==> config.mk <==
export PLATFORM = sky130hd
export DESIGN_NAME = mem_stage_dmem_ctrl
export DESIGN_NICKNAME = d
export VERILOG_FILES = /design/src/rtl/rv32i_types.sv /design/src/rtl/dmem_align.sv /design/src/rtl/mem_stage_dmem_ctrl.sv
export SDC_FILE = /design/constraint.sdc
export NUM_CORES = 1
export LEC_CHECK = 0
export ABC_AREA = 1
export BUFFER_PORTS_ARGS = -buffer_cell sky130_fd_sc_hd__buf_2
export CAP_MARGIN = 20
export CORE_MARGIN = 2
export CORE_UTILIZATION = 45
export DETAILED_ROUTE_END_ITERATION = 7
export GPL_ROUTABILITY_DRIVEN = 1
export PLACE_DENSITY = 0.76
export SLEW_MARGIN = 10
export SYNTH_ARGS = -nofsm -noshare
export SYNTH_HDL_FRONTEND = slang
export SYNTH_SLANG_ARGS = --single-unit
==> constraint.sdc <==
create_clock -name clk -period 1.6 [get_ports clk]
set_input_delay 0.4 -clock clk [delete_from_list [all_inputs] [get_ports clk]]
set_output_delay 0.4 -clock clk [all_outputs]
set_load 0.01 [all_outputs]
==> src/rtl/rv32i_types.sv <==
// rv32i_types: shared RV32I encodings plus the data-memory controller state type
package rv32i_types;
    typedef enum logic [2:0] {
        LB  = 3'b000,
        LH  = 3'b001,
        LW  = 3'b010,
        LBU = 3'b100,
        LHU = 3'b101
    } load_funct3_t;

    typedef enum logic [2:0] {
        SB = 3'b000,
        SH = 3'b001,
        SW = 3'b010
    } store_funct3_t;

    typedef enum logic [1:0] {
        IDLE,
        ACCESS,
        DONE
    } dmem_state_t;

    // funct3[1:0] encodes the access width; anything other than byte/half is a word
    localparam logic [1:0] WID_B = 2'(SB);
    localparam logic [1:0] WID_H = 2'(SH);

    function automatic logic misaligned(input logic [1:0] width, input logic [1:0] addr_lo);
        return (width == WID_H) ? addr_lo[0] : (width[1] ? |addr_lo : 1'b0);
    endfunction
endpackage

==> src/rtl/dmem_align.sv <==
// dmem_align: store lane placement and load field extraction with sign/zero extension
module dmem_align
    import rv32i_types::*;
(
    input  logic [2:0]  funct3,
    input  logic [1:0]  addr_lo,
    input  logic [31:0] wdata,
    input  logic [31:0] rdata,
    output logic [3:0]  byte_enable,
    output logic [31:0] wdata_lanes,
    output logic [31:0] load_data
);
    logic       is_b;
    logic       is_h;
    logic [7:0]  rbyte;
    logic [15:0] rhalf;

    // Decode width, replicate store data across lanes and extract/extend the load field
    always_comb begin
        is_b        = funct3[1:0] == WID_B;
        is_h        = funct3[1:0] == WID_H;
        rbyte       = 8'(rdata >> {addr_lo, 3'b000});
        rhalf       = addr_lo[1] ? rdata[31:16] : rdata[15:0];
        byte_enable = is_b ? 4'b0001 << addr_lo
                    : is_h ? 4'b0011 << {addr_lo[1], 1'b0}
                    : 4'b1111;
        wdata_lanes = is_b ? {4{wdata[7:0]}} : is_h ? {2{wdata[15:0]}} : wdata;
        load_data   = is_b ? {{24{~funct3[2] & rbyte[7]}}, rbyte}
                    : is_h ? {{16{~funct3[2] & rhalf[15]}}, rhalf}
                    : rdata;
    end
endmodule

==> src/rtl/mem_stage_dmem_ctrl.sv <==
// mem_stage_dmem_ctrl: runs the MEM-stage load/store as a held req/resp bus transaction
module mem_stage_dmem_ctrl
    import rv32i_types::*;
#(
    parameter int MAX_WAIT = 255,
    parameter int CNT_W    = 8
) (
    input  logic        clk,
    input  logic        rst,
    input  logic        mem_read,
    input  logic        mem_write,
    input  logic [31:0] mem_addr,
    input  logic [31:0] mem_wdata,
    input  logic [2:0]  funct3,
    output logic        stall,
    output logic [31:0] load_data,
    output logic        done,
    output logic        misalign,
    output logic        timeout,
    output logic        dmem_read,
    output logic        dmem_write,
    output logic [31:0] dmem_address,
    output logic [31:0] dmem_wdata,
    output logic [3:0]  dmem_byte_enable,
    input  logic [31:0] dmem_rdata,
    input  logic        dmem_resp
);
    localparam logic [CNT_W-1:0] LAST = CNT_W'(MAX_WAIT - 1);

    dmem_state_t       state_q, state_d;
    logic [CNT_W-1:0]  cnt_q, cnt_d;
    logic [31:0]       addr_q, addr_d;
    logic [31:0]       wdata_q, wdata_d;
    logic [2:0]        f3_q, f3_d;
    logic              rd_q, rd_d;
    logic              wr_q, wr_d;
    logic [31:0]       ld_q, ld_d;
    logic              mis_q, mis_d;
    logic              to_q, to_d;
    logic              req;
    logic              bad;
    logic [3:0]        fmt_be;
    logic [31:0]       fmt_wdata;
    logic [31:0]       fmt_ld;

    // Formatting works from the captured request so bus outputs stay stable through ACCESS
    dmem_align u_align (
        .funct3      (f3_q),
        .addr_lo     (addr_q[1:0]),
        .wdata       (wdata_q),
        .rdata       (dmem_rdata),
        .byte_enable (fmt_be),
        .wdata_lanes (fmt_wdata),
        .load_data   (fmt_ld)
    );

    assign req = mem_read | mem_write;
    assign bad = misaligned(funct3[1:0], mem_addr[1:0]);

    // Next-state: capture in IDLE, wait for resp or timeout in ACCESS, one-cycle DONE
    always_comb begin
        state_d = state_q;
        cnt_d   = cnt_q;
        addr_d  = addr_q;
        wdata_d = wdata_q;
        f3_d    = f3_q;
        rd_d    = rd_q;
        wr_d    = wr_q;
        ld_d    = ld_q;
        mis_d   = mis_q;
        to_d    = to_q;
        case (state_q)
            IDLE: if (req) begin
                addr_d  = mem_addr;
                wdata_d = mem_wdata;
                f3_d    = funct3;
                cnt_d   = '0;
                rd_d    = !bad && !mem_write;
                wr_d    = !bad && mem_write;
                mis_d   = bad;
                to_d    = 1'b0;
                ld_d    = bad ? 32'h0 : ld_q;
                state_d = bad ? DONE : ACCESS;
            end
            ACCESS: begin
                cnt_d = cnt_q + CNT_W'(1);
                if (dmem_resp) begin
                    ld_d    = wr_q ? 32'h0 : fmt_ld;
                    rd_d    = 1'b0;
                    wr_d    = 1'b0;
                    state_d = DONE;
                end else if (MAX_WAIT != 0 && cnt_q == LAST) begin
                    ld_d    = 32'h0;
                    to_d    = 1'b1;
                    rd_d    = 1'b0;
                    wr_d    = 1'b0;
                    state_d = DONE;
                end
            end
            default: begin
                cnt_d   = '0;
                mis_d   = 1'b0;
                to_d    = 1'b0;
                state_d = IDLE;
            end
        endcase
    end

    // State and captured-request registers, cleared asynchronously
    always_ff @(posedge clk or negedge rst) begin
        if (!rst) begin
            state_q <= IDLE;
            cnt_q   <= '0;
            addr_q  <= '0;
            wdata_q <= '0;
            f3_q    <= '0;
            rd_q    <= 1'b0;
            wr_q    <= 1'b0;
            ld_q    <= '0;
            mis_q   <= 1'b0;
            to_q    <= 1'b0;
        end else begin
            state_q <= state_d;
            cnt_q   <= cnt_d;
            addr_q  <= addr_d;
            wdata_q <= wdata_d;
            f3_q    <= f3_d;
            rd_q    <= rd_d;
            wr_q    <= wr_d;
            ld_q    <= ld_d;
            mis_q   <= mis_d;
            to_q    <= to_d;
        end
    end

    // Stall is combinational in IDLE so the requesting instruction holds in the same cycle
    assign stall            = rst & ((state_q == ACCESS) | ((state_q == IDLE) & req));
    assign done             = state_q == DONE;
    assign misalign         = mis_q;
    assign timeout          = to_q;
    assign load_data        = ld_q;
    assign dmem_read        = rd_q;
    assign dmem_write       = wr_q;
    assign dmem_address     = {addr_q[31:2], 2'b00};
    assign dmem_wdata       = fmt_wdata;
    assign dmem_byte_enable = rd_q ? 4'b1111 : wr_q ? fmt_be : 4'b0000;
endmodule

-- After elaboration in Yosys (flattened, before gate mapping)
Index checks and enable logic that the tools add are counted.
- word-level logic and storage cells: 82
- input bits: 104
- output and inout port bits: 106
- flip-flop bits (word level): 113
- $add $sub $neg: 1
- reductions and logical operators: 14
- muxes and demuxes: 36
- bitwise operators: 8
- equality and inequality tests: 10
- shift operators: 3
- operators by type and width (operator ; number):
    32-bit two-way mux ; 9
    32-bit case mux with 2 select lines ; 1
    32-bit by 5-bit right shift with 8-bit output ; 1
    16-bit two-way mux ; 1
    4-bit two-way mux ; 4
    8-bit case mux with 2 select lines ; 1
    1-bit two-way mux ; 10
    8-bit by 1-bit adder with 8-bit output (second input constant) ; 1
    8-bit equality test (second input constant) ; 1
    2-bit two-way mux ; 4
    8-bit two-way mux ; 1
    2-bit != test (second input constant) ; 4
    1-bit case mux with 2 select lines ; 4
    2-bit by 1-bit equality test with 1-bit output (second input constant) ; 3
    2-bit AND reduction ; 3
    3-bit AND reduction ; 2
    1-bit AND ; 4
    2-bit zero test ; 2
    2-bit case mux with 2 select lines ; 1
    4-bit AND reduction ; 1
    1-bit by 2-bit left shift with 4-bit output (first input constant) ; 1
    2-bit by 2-bit left shift with 4-bit output (first input constant) ; 1
    3-bit != test (second input constant) ; 1
    2-bit equality test (second input constant) ; 1
    6 further kinds ; 10

-- Longest topological paths before layout
- word-level depth: 7
- mapped depth: 11
- depth with buffers taken out: 9

-- Cells and area by module
Synthesis repeated with hierarchy kept, for this count alone.
- cells, all modules: 856
- area total of the unflattened synthesis: 6133.4 um2
- by module, submodules not included (module ; cells each ; area each (um2) ; sequential area each (um2) ; instances):
    mem_stage_dmem_ctrl ; 560 ; 4834.6 ; 2827.7 ; 1
    dmem_align ; 296 ; 1298.7 ; 0.0 ; 1

-- Least setup slack after synthesis
Ideal clock, no wire load.
- kind: reg-to-output
- start: register f3_q[1]
- end: output port dmem_byte_enable[0]
- slack: -0.063 ns
- arrival time: 1.263 ns
- path buffers: 2
- stages on the path, launching flop included: 7
- required time: 1.200 ns
- cells stage by stage: dfrtp_1 -> buf_6 -> nor2_2 -> inv_2 -> buf_2 -> nor2_1 -> o21ai_0
- cells in the longest elaborated chain, start to end: 5
- elaborated cells on any way between the ends: 6
- those cells by class: 1 x eq/ne; 4 x mux; 1 x reduce/logical
- RTL lines (item ; line ; text):
    start: declaration ; mem_stage_dmem_ctrl.sv:34 ; logic [2:0] f3_q, f3_d;
    start signal: assignment ; mem_stage_dmem_ctrl.sv:116 ; f3_q <= '0;
    start signal: assignment ; mem_stage_dmem_ctrl.sv:127 ; f3_q <= f3_d;
    2-bit by 1-bit equality test with 1-bit output ; dmem_align.sv:21 ; is_h = funct3[1:0] == WID_H;
    4-bit two-way mux ; dmem_align.sv:25 ; : is_h ? 4'b0011 << {addr_lo[1], 1'b0}
    4-bit two-way mux * ; dmem_align.sv:24 ; byte_enable = is_b ? 4'b0001 << addr_lo
    4-bit two-way mux * (2 in a row) ; mem_stage_dmem_ctrl.sv:146 ; assign dmem_byte_enable = rd_q ? 4'b1111 : wr_q ? fmt_be : 4'b0000;
    end: declaration ; mem_stage_dmem_ctrl.sv:24 ; output logic [3:0] dmem_byte_enable,
Mark *: on every way between the ends. The rest lies on a longest branch, timed or not.

-- Final worst setup path
- start: register f3_q[0]
- end: output port dmem_byte_enable[3]
Same word-level chain as after synthesis.

==> flow_metrics.tcl <==
set metrics [dict create \
    fill_cells 1069 \
    synthArstFlopShare 1.000 \
    drt-total-wl_um 17940 \
    p_int_mw 10.69 \
    grt_max_degree 114 \
    cp_slowest_cell "dfrtp_2" \
    io_buffers 207 \
    die_h_um 118.8 \
    finalSetupTns_ns -10.42 \
    clockBufferDepth 2 \
    crit_chain "nor2_4 -> buf_4 -> buf_6 -> nand2_2 -> inv_2 -> o21ai_2 -> buf_2" \
    hpwl_um 11920 \
    violations "negative setup slack" \
    syn_area_mm2 0.005934 \
    skew_ns 0.007800 \
    core_area_mm2 0.01272 \
    leakage_nw 4.540 \
    grt_use_total 0.2425 \
    drive_gt1_frac 0.4936 \
    finish.utilization 0.6626 \
    tightestPinTransition_ns 0.6383 \
    antennaDiodeCount 0 \
    drc 0 \
    hold_viol_final 0 \
    cts_buffers 17 \
    rsz0062_at_grt "yes" \
    required_ns 1.20 \
    via_count 5666 \
    grt_pass1_vias 5527 \
    worst_ir_drop_vdd_mv 1.252 \
    antenna_found_initial 0 \
    synth.yosys.seq_area_share 0.4765 \
    clockPowerShare 0.190 \
    die_x_um 118.8 \
    period_needed_ns 1.981 \
    finalCritPeriodShare 1.238 \
    end_kind "output port" \
    startpoint_type "register" \
    gp_congestion 0.8979 \
    insertion_delay_ns 0.42 \
    ys_seq_elements 113 \
    max_stage_delay_ns 0.45 \
    multi_input_area_mm2 0.002980 \
    cp_max_fo 5 \
    ys_types 28 \
    clock_sinks 113 \
    syn_inst 713 \
    synthTopCellsByArea "dfrtp_1 48%, nand2_1 15%, mux2_2 11%, buf_4 5.2%, nor2_1 4.0%" \
    synth_edf_count 0 \
    register_area_mm2 0.002833 \
    synthTopCellsByCount "245 x nand2_1, 113 x dfrtp_1, 64 x nor2_1" \
    outcome "finished, violations left" \
    fmax_mhz 504.9 \
    antenna_left 0 \
    area_delta_synth_final_pct 42.04 \
    ys_warn_count 0 \
    p_switching_mw 7.538 \
    num_rows 41 \
    maxCapViolCount 0 \
    synth_top_area_share 0.4765 \
    overflow 0 \
    hold_class "in -> async" \
    sequentialPowerShare 0.277 \
    drt-vias-per-instance 5.077 \
    sw_frac_of_total 0.4134 \
    placed_cells_incl_taps 1061 \
    path_class "reg -> out" \
    syn_avg_cell_area_um2 8.323 \
    setup_ws_ns -0.3807 \
    cpLargestDelayFamily "flip-flops" \
    crit_buf_inv 4 \
    root_buffer "clkbuf_16" \
    cp_data_arrival_time_ns 1.58 \
    fin_nets 1038 \
    initial_core_util 0.4665 \
    setup_violations 61 \
    clk_pin_slew_worst_paths_ns 0.05 \
    fin_cells 1116 \
    drt-initial-drc-count 483 \
    cts.htree.levels 4 \
    die_area_mm2 0.01412 \
    grt_pass1_wl_um 26880 \
    max_slew_margin 0.5745 \
    synth_flop_cell "dfrtp_1" \
    drv_slew 0 \
    wl_per_cell_um 16.08 \
    pwr-share-comb 0.533 \
    ios 210 \
    yosysMostFrequentCell "nand2_1" \
    dr.pass1.iters 5 \
    yosysTopAreaCell "dfrtp_1" \
    cts_tree "done" \
    power-per-cell-area_mw_per_mm2 2163 \
]
[metal layers]
layer	wire length (µm)	GRT usage	vias up
met4	518	0.1027	0
met2	8838	0.4116	256
li1	-	-	2684
met1	7140	0.2842	2684
met5	0	0	-
met3	1443	0.07471	42
[state kept, by name, summed over array words and instances, names as in the netlist]
signal	cells
misalign	1
dmem_read	1
state_q	2
addr_q	32
load_data	32
cnt_q	8
wdata_q	32
dmem_write	1
f3_q	3
timeout	1
[worst paths after layout]
kind,from,cells past startpoint,slack [ns],endpoint
min in group clk,mem_addr[28],2,0.21,addr_q[28]$_DFFE_PN0P_
worst min register to register,load_data[30]$_DFFE_PN0P_,2,0.47,load_data[30]$_DFFE_PN0P_
worst min-delay path,rst,2,0.07,cnt_q[2]$_DFFE_PN0N_
max in group asynchronous,rst,2,1.02,wdata_q[15]$_DFFE_PN0P_
worst max register to register,cnt_q[0]$_DFFE_PN0N_,10,-0.10,load_data[14]$_DFFE_PN0P_
worst max-delay path,f3_q[0]$_DFFE_PN0P_,7,-0.38,dmem_byte_enable[3]
[per-stage QoR]
step	cell area (µm²)	setup slack (ns)	total power [mW]	hold WS [ns]
floorplan	5938	-0.06327	9.998	0.1044
global placement	7091	0.02759	12.41	0.4510
detailed placement	7091	-0.02558	12.60	0.4546
CTS	7699	-0.3456	16.31	0.1186
global route	8429	-0.4316	19.38	0.1347
finish	8429	-0.3807	18.23	0.06819
[timing repair]
item                                    4_1_cts  5_1_grt
pin swaps                                     4       34
buffers inserted                              5       13
cloned                                        0        7
endpoints found under the setup margin       29       61
gates resized for setup                      17      154
endpoints found under the hold margin         0        0
hold buffers                                  0        0
[layout by cell type (no fill, tap or decap), types with 2 or more instances in the layout]
cell type  Yosys  layout
dfrtp_2        0       4
o21ai_0       35      27
conb_1         1       2
nand2_1      245     164
a21oi_1       14      14
o211ai_1       7       7
nand2_4        2      32
dfrtp_1      113     109
nor2_2         2       8
clkbuf_16      0      20
inv_1         46      44
clkbuf_1       5       6
nand2_2        3      53
nand2_8        0       3
o21ai_2        0       2
buf_12         0       7
nand4_1        6       6
nand3_4        0       2
o21ai_1        0       6
nor2_1        64      54
clkbuf_8       0       2
mux2_2        56      56
clkinv_2       0       4
nor2_4         1       6
buf_2         18     199
buf_6          2      12
nand3_1       37      35
inv_2          5       6
buf_4         41      40
inv_4          2       3
[power by group through the flow]
stage	Sequential, mW	Clock [mW]	Combinational (mW)
final	5.05	3.46	9.72
after global routing	5.19	3.66	10.5
after CTS	4.88	3.51	7.92
after detailed placement	4.87	0	7.74
after global placement	4.81	0	7.60
after floorplan	4.77	0	5.23
[cell families (layout without fill, tap and decap cells)]
| group | after synthesis | after routing | share of synthesized area |
|---|---|---|---|
| multiplexers | 56 | 56 | 0.1063 |
| adder cells (fa/ha/maj) | 2 | 2 | 0.004216 |
| AND/OR/NAND/NOR | 364 | 367 | 0.2513 |
| other | 1 | 2 | 0.0006319 |
| buffers and inverters | 119 | 346 | 0.1084 |
| flip-flops | 113 | 113 | 0.4765 |
| AO/OA/AOI/OAI | 58 | 58 | 0.05271 |
[area by class of cell]
cell class	count	area share
Multi-Input combinational cell	485	0.3536
Sequential cell	113	0.3361
Timing Repair Buffer	262	0.1971
Clock buffer	25	0.05640
Tap cell	172	0.02553
Inverter	53	0.02449
Clock inverter	6	0.006828
[worst reg2reg max path, cell delays in order, from the launching register on]
cell and delay, ns:
dfrtp_1 0.40, inv_2 0.09, ha_4 0.14, nand2_2 0.04, nor2_2 0.10, nand2_1 0.07, nand3b_1 0.17, nand3_4 0.20
clkbuf_16 0.25, nand2_4 0.07, nand2_2 0.04
Power figures use the tool's default switching activity.
